$ cat config.mk
export PLATFORM = sky130hd
export DESIGN_NAME = bcd_to_bin_seq
export DESIGN_NICKNAME = d
export VERILOG_FILES = /design/src/rtl/bcd_pkg.sv /design/src/rtl/sub3_ge8.sv /design/src/rtl/bcd_to_bin_seq.sv
export SDC_FILE = /design/constraint.sdc
export NUM_CORES = 1
export LEC_CHECK = 0
export ABC_AREA = 1
export CAP_MARGIN = 5
export CORE_MARGIN = 4
export CORE_UTILIZATION = 54
export CTS_BUF_LIST = sky130_fd_sc_hd__clkbuf_8
export CTS_CLUSTER_SIZE = 10
export DETAILED_ROUTE_END_ITERATION = 12
export GPL_ROUTABILITY_DRIVEN = 0
export PLACE_DENSITY = 0.81
export SETUP_SLACK_MARGIN = 0.1
export SLEW_MARGIN = 25
export SYNTH_ARGS = -nofsm -noshare
export SYNTH_HDL_FRONTEND = slang
export SYNTH_SLANG_ARGS = --single-unit
$ cat constraint.sdc
create_clock -name clk -period 1.34 [get_ports clk]
set_input_delay 0.134 -clock clk [delete_from_list [all_inputs] [get_ports clk]]
set_output_delay 0.134 -clock clk [all_outputs]
set_load 0.03 [all_outputs]
$ cat src/rtl/bcd_pkg.sv
// Shared constants, FSM state type and width helpers for the packed-BCD to binary converter.
package bcd_pkg;

  localparam int         BCD_DIGIT_W   = 4;
  localparam logic [3:0] BCD_MAX_DIGIT = 4'd9;
  localparam logic [3:0] SUB3_THRESH   = 4'd8;

  typedef enum logic [1:0] {
    IDLE  = 2'd0,
    SHIFT = 2'd1,
    DONE  = 2'd2
  } state_t;

  // Smallest w with 2^w >= 10^digits, i.e. enough bits for the all-nines operand.
  function automatic int min_bin_w(input int digits);
    longint unsigned lim;
    int              w;
    lim = 64'd1;
    w   = 0;
    for (int i = 0; i < digits; i++) lim = lim * 64'd10;
    while (w < 63 && (64'd1 << w) < lim) w++;
    return w;
  endfunction

  function automatic logic digit_valid(input logic [BCD_DIGIT_W-1:0] d);
    return d <= BCD_MAX_DIGIT;
  endfunction

endpackage

$ cat src/rtl/sub3_ge8.sv
// Reverse double-dabble digit correction: subtract 3 from a shifted BCD digit that reached 8 or more.
// Purely combinational, no handshake.
module sub3_ge8
  import bcd_pkg::*;
(
  input  logic [BCD_DIGIT_W-1:0] digit,
  output logic [BCD_DIGIT_W-1:0] fixed
);

  assign fixed = (digit >= SUB3_THRESH) ? digit - 4'd3 : digit;

endmodule

$ cat src/rtl/bcd_to_bin_seq.sv
// Packed-BCD to binary via reverse double-dabble; result BIN_W+1 edges after the accepting edge.
// start is taken only in IDLE and never queued; BCD_TO_BIN_DIGIT_CHECK_EN adds invalid-digit rejection (err).
module bcd_to_bin_seq
  import bcd_pkg::*;
#(
  parameter int DIGITS = 3,
  parameter int BIN_W  = 10
) (
  input  logic                          clk,
  input  logic                          rst_n,
  input  logic                          start,
  input  logic [BCD_DIGIT_W*DIGITS-1:0] in_BCD,
  output logic [BIN_W-1:0]              bin,
  output logic                          busy,
  output logic                          done,
  output logic                          err
);

  localparam int BCD_W = BCD_DIGIT_W * DIGITS;
  localparam int CNT_W = $clog2(BIN_W + 1);
  localparam logic [CNT_W-1:0] LAST = CNT_W'(BIN_W - 1);

  if (BIN_W < min_bin_w(DIGITS)) begin : g_bad_width
    $error("bcd_to_bin_seq: BIN_W cannot hold 10^DIGITS-1");
  end

  state_t             state, state_nxt;
  logic [BCD_W-1:0]   bcd_r, bcd_shift, bcd_fix;
  logic [BIN_W-1:0]   bin_r;
  logic [CNT_W-1:0]   cnt;
  logic               bad_digit;
  logic               inv_r;

  // Right shift of the BCD half; its LSB moves into the binary half below.
  assign bcd_shift = bcd_r >> 1;

  for (genvar g = 0; g < DIGITS; g++) begin : g_fix
    sub3_ge8 u_fix (
      .digit (bcd_shift[g*BCD_DIGIT_W +: BCD_DIGIT_W]),
      .fixed (bcd_fix[g*BCD_DIGIT_W +: BCD_DIGIT_W])
    );
  end

  always_comb begin
    state_nxt = state;
    busy      = 1'b0;
    unique case (state)
      IDLE:  if (start) state_nxt = bad_digit ? DONE : SHIFT;
      SHIFT: begin
        busy = 1'b1;
        if (cnt == LAST) state_nxt = DONE;
      end
      DONE:    state_nxt = IDLE;
      default: state_nxt = IDLE;
    endcase
  end

  always_ff @(posedge clk) begin
    if (!rst_n) begin
      state <= IDLE;
      bcd_r <= '0;
      bin_r <= '0;
      cnt   <= '0;
      bin   <= '0;
      done  <= 1'b0;
    end else begin
      state <= state_nxt;
      done  <= 1'b0;
      unique case (state)
        IDLE: if (start) begin
          bcd_r <= in_BCD;
          bin_r <= '0;
          cnt   <= '0;
        end
        SHIFT: begin
          bcd_r <= bcd_fix;
          bin_r <= {bcd_r[0], bin_r[BIN_W-1:1]};
          cnt   <= cnt + 1'b1;
        end
        DONE: begin
          done <= 1'b1;
          bin  <= inv_r ? '0 : bin_r;
          // Every BCD bit has migrated into bin_r once a valid operand is fully converted.
          assert (inv_r || bcd_r == '0);
        end
        default: ;
      endcase
    end
  end

`ifdef BCD_TO_BIN_DIGIT_CHECK_EN
  always_comb begin
    bad_digit = 1'b0;
    for (int i = 0; i < DIGITS; i++) begin
      if (!digit_valid(in_BCD[i*BCD_DIGIT_W +: BCD_DIGIT_W])) bad_digit = 1'b1;
    end
  end

  always_ff @(posedge clk) begin
    if (!rst_n) begin
      inv_r <= 1'b0;
      err   <= 1'b0;
    end else if (state == IDLE && start) begin
      inv_r <= bad_digit;
      err   <= 1'b0;
    end else if (state == DONE) begin
      err <= inv_r;
    end
  end
`else
  assign bad_digit = 1'b0;
  assign inv_r     = 1'b0;
  assign err       = 1'b0;
`endif

endmodule

# [Word level (Yosys, flattened, before mapping)]
# Index checks and enable logic that the tools add are counted.
[totals] reg_bits=39 out_inout_bits=13
[classes] n_addsub=4 n_lt_le_gt_ge=3 eq_ne=5 n_mux=14 reduce_logical=4
[ops] operator="case mux 12 bit (2 select lines)" count=1
[ops] operator="case mux 10 bit (2 select lines)" count=1
[ops] operator="two-way mux 4 bit" count=4
[ops] operator="two-way mux 12 bit" count=1
[ops] operator="two-way mux 10 bit" count=1
[ops] operator="greater-or-equal comparator 4 bit (second input constant)" count=2
[ops] operator="case mux 4 bit (2 select lines)" count=1
[ops] operator="subtractor 4 x 2 -> 4 bit (second input constant)" count=2
[ops] operator="adder 4 x 1 -> 4 bit (second input constant)" count=1
[ops] operator="== test 4 bit (second input constant)" count=1
[ops] operator="greater-or-equal comparator 3 x 4 -> 1 bit (second input constant)" count=1
[ops] operator="two-way mux 2 bit" count=2
[ops] operator="!= test 2 bit (second input constant)" count=2
[ops] operator="case mux 2 bit (2 select lines)" count=1
[ops] operator="AND reduction 2 bit" count=2
[ops] operator="subtractor 3 x 2 -> 4 bit (second input constant)" count=1
[ops] operator="== test 2 x 1 -> 1 bit (second input constant)" count=1
[ops] operator="== test 2 bit (second input constant)" count=1
[ops] operator="logical NOT 2 bit" count=1
[ops] operator="two-way mux 1 bit" count=2
[ops] operator="nonzero test 2 bit" count=1

# [Depth between registers and ports, before layout]
[logic_depth] word_depth=3 ltp_mapped=8 depth_no_buf=8

# [Hierarchy]
# Synthesis repeated with hierarchy kept, for this count alone.
[hier_totals] hier_cells=278 area_unflattened_um2=2085.8
[by_module_without_submodules] mod="bcd_to_bin_seq" n_inst=1 cells_per_inst=230 area_per_inst_um2=1819.2 seq_area_each_um2=780.7
[by_module_without_submodules] mod="sub3_ge8" n_inst=3 cells_per_inst=16 area_per_inst_um2=88.8 seq_area_each_um2=0.0

# [Worst setup path after synthesis]
# Ideal clock, no wire load.
[synth_timing] path_type="flip-flop to flip-flop" start="register state[0]" end="register cnt[2]" arrival_time_ns=0.972 required_time_ns=1.221 slack_ns=0.248 path_stages_with_launch=6 n_path_buf=0 period_less_slack_ns=1.092 path_cell_list="dfxtp_1 -> nand2_4 -> inv_2 -> nand2_1 -> o21ai_0 -> a21oi_1"
[synth_between] elab_chain_len=3 word_cells_on_any_way=6 classes_between="2 x eq/ne; 1 x mux; 3 x reduce/logical"
[synth_lines] item="start, declared" line_no="bcd_to_bin_seq.sv:27" text="state_t state, state_nxt;"
[synth_lines] item="start signal, assigned" line_no="bcd_to_bin_seq.sv:67" text="state <= state_nxt;"
[synth_lines] item="== test 2 x 1 -> 1 bit / logical NOT 2 bit (equally long branches)" line_no="bcd_to_bin_seq.sv:69" text="unique case (state)"
[synth_lines] item="nonzero test 2 bit (no line) / != test 2 bit (equally long branches)"
[synth_lines] item="AND reduction 2 bit (no line)"
[synth_lines] item="end signal, assigned" line_no="bcd_to_bin_seq.sv:78" text="cnt <= cnt + 1'b1;"
[synth_lines] item="end, declared" line_no="bcd_to_bin_seq.sv:30" text="logic [CNT_W-1:0] cnt;"
# Several ways; a longest one is shown, not always the timed one.
# A chain may end at the register's enable or synchronous reset.

# [Worst setup path in the final report]
[layout_timing] start="register state[1]" end="output busy"
[layout_between] elab_chain_len=2
[layout_lines] item="== test 2 x 1 -> 1 bit" line_no="bcd_to_bin_seq.sv:47" text="unique case (state)"
[layout_lines] item="two-way mux 1 bit" line_no="bcd_to_bin_seq.sv:47"
[layout_lines] item="end, declared" line_no="bcd_to_bin_seq.sv:14" text="output logic busy,"
# No other way between the ends.

==> results.py <==
metrics = {
    "clock_network": {
        "htree_levels": 2,
        "clock-sinks": 39,
        "clockBufferDepth": 2,
        "numCtsBuffers": 5,
        "clkTransAtPathRegs_ns": 0.08,
        "cts-root-buf": "clkbuf_8",
        "clock_latency_ns": 0.29,
        "cts_tree": "built",
    },
    "finish": {
        "multi_input_area_um2": 776,
        "seqCellArea_um2": 788,
        "fin_area_um2": 2200,
        "final_core_utilization": 0.726,
        "diodes": 0,
        "fill_cells": 236,
        "finalNetCount": 282,
        "drive_gt1_frac": 0.146,
        "area_delta_synth_final_pct": 30.1,
    },
    "power": {
        "intPower_uw": 1770,
        "pwr-share-seq": 0.518,
        "powerDensity_nw_per_um2": 1100,
        "ir_drop_v": 0.000863,
        "p_leak_uw": 0.000952,
        "p_sw_frac": 0.265,
        "comb_power_share": 0.154,
        "p_sw_uw": 641,
        "clkPwrFrac": 0.328,
    },
    "detailed_routing": {
        "drt-pass1-iter-count": 4,
        "wl_per_cell_um": 12.3,
        "vias": 1555,
        "wirelength_um": 3750,
        "first_iter_violations": 100,
        "ant_nets": 0,
        "drc": 0,
        "via_per_inst": 5.10,
    },
    "timing": {
        "finalHoldViolations": 0,
        "rsz0062_at_grt": "yes",
        "setup_viol_count_final": 0,
        "fmax_mhz": 820,
        "final_max_slew_viol_count": 0,
        "fin_skew_ns": 0.00975,
        "min_period_over_period": 0.910,
        "fin_crit_ns": 1.22,
    },
    "logic_synthesis": {
        "syn-cell-area_um2": 1690,
        "synth.most_common_cell": "nand2_1",
        "postSynthCellCount": 222,
        "synth.distinct_cells": 21,
        "ys_async_sr_fraction": 0,
        "synth_top_area_frac": 0.462,
        "synth_edf_count": 0,
        "syn_nets": 243,
        "synth_top_cell_by_area": "dfxtp_1",
        "yosys-top-cells-count": "42 x nand2_1, 39 x dfxtp_1, 23 x o21ai_0, 22 x inv_1, 21 x nand3_1",
        "synth.ff_latch_count": 39,
        "synth_warnings": 0,
        "syn_area_per_cell_um2": 7.61,
        "synth_flop_cell": "dfxtp_1",
        "synth_area_leaders": "dfxtp_1 46%, nand2_1 9.3%, o21ai_0 6.8%",
        "ys_seq_area_frac": 0.462,
    },
    "worst_setup_path": {
        "cp_data_required_time_ns": 1.21,
        "critPathMaxFanout": 12,
        "cp.arrival_ns": 1.09,
        "startpoint_type": "flip-flop",
        "path_class": "flip-flop to output pin",
        "endpoint_kind": "output pin",
    },
    "floorplan": {
        "design.portCount": 28,
        "dieHeight_um": 63.9,
        "dieArea_um2": 4090,
        "core-area_um2": 3030,
        "initial_core_util": 0.558,
        "die_w_um": 63.9,
        "rows": 20,
    },
    "place": {
        "place_area_um2": 2030,
        "place_hpwl_um": 2470,
        "place.port_buffers": 26,
    },
    "global_routing": {
        "grt_usage": 0.203,
        "grt_pass1_wl_um": 6530,
        "grt_pass1_vias": 1526,
        "grt_antenna_before_repair": 0,
        "grt_max_degree": 21,
        "overflow": 0,
    },
    "worst_hold_path": {
        "hold_class": "primary input to flip-flop",
    },
    "job": {
        "drv_cap": 0,
    },
    "status": {
        "status": "finished clean",
    },
}
cells in the final DEF (no fill, tap or decap), types with 2 or more instances in the layout:
cell type        netlist  final
o21ai_0               23     23
clkbuf_8               0      6
inv_2                  6      3
buf_6                  2      2
clkdlybuf4s50_1        0     14
dfxtp_1               39     37
nand2_4                3      2
dfxtp_4                0      2
inv_1                 22     22
o31ai_1                2      2
buf_4                  1     12
o21ai_1               12     11
inv_4                  0      2
dlygate4sd2_1          0     11
nand2_1               42     41
xnor2_1                2      2
a21oi_1               18     18
nand3_1               21     20
nor2_4                 1      2
nor2_1                14     14
ha_1                   6      6
cell type report:
cell class              instances  share of cell area
repair buffers                 40               0.168
flip-flops and latches         39               0.359
inverters                      28              0.0558
multi-input cells             147               0.353
well taps                      44              0.0250
clock buffers                   6              0.0376
clock inverters                 1             0.00228
critical path, stage by stage (launching register included):
cell	delay [ns]
dfxtp_4	0.37
inv_4	0.05
nand2_8	0.13
clkinv_8	0.09
buf_6	0.14
registers in the layout, indices dropped and copies added (netlist names):
| name | count |
|---|---|
| bcd_r | 12 |
| bin | 10 |
| bin_r | 10 |
| cnt | 4 |
| state | 2 |
| done | 1 |
path summary, 6_finish.rpt:
kind                                 start         to  depth (start not counted)  slack, ns
worst max-delay path              state[1]       busy                          4       0.12
worst min-delay path            in_BCD[11]  bcd_r[11]                          3       0.39
worst max register to register    state[1]   bcd_r[9]                         10       0.15
worst min register to register   bcd_r[11]  bcd_r[11]                          2       0.47
power groups by stage:
stage          combinational [uW]  clock [uW]  sequential (uW)
6_report                      371         792             1250
3_3_place_gp                  320           0             1270
5_1_grt                       411         872             1260
2_1_floorplan                 214           0             1260
4_1_cts                       340         808             1250
3_5_place_dp                  327           0             1270
cell families after synthesis:
family | count (synthesis) | share of synthesized area
xor gates and xnor gates | 2 | 0.0104
buffers and inverters | 36 | 0.0933
DFF | 39 | 0.462
adders and majority gates | 6 | 0.0444
AOI/OAI and AO/OA | 55 | 0.166
and+or+nand+nor | 83 | 0.221
other | 1 | 0.00222
metrics by stage:
step                      setup slack, ns  power (uW)  hold WS (ns)  setup TNS (ns)  instances
after floorplan                     0.248        1480         0.272               0        222
final                               0.121        2420         0.394               0        305
after global routing               0.0861        2540         0.422               0        305
after detailed placement          -0.0180        1600         0.460         -0.0417        293
after global placement             0.0160        1590         0.446               0        293
after CTS                          0.0942        2400         0.395               0        301
timing repair:
item | CTS | global route
endpoints found under the setup margin | 12 | 15
gates resized for setup | 17 | 11
hold buffers | 0 | 0
setup buffers | 1 | 4
pin swaps | 0 | 1
routing by layer:
metal | vias to the layer above | track usage | wire length [um]
met5 | - | 0 | 0
met1 | 711 | 0.238 | 1760
met4 | 0 | 0.0809 | 57
li1 | 791 | - | -
met2 | 47 | 0.339 | 1720
met3 | 6 | 0.0650 | 207
Power figures use the tool's default switching activity.
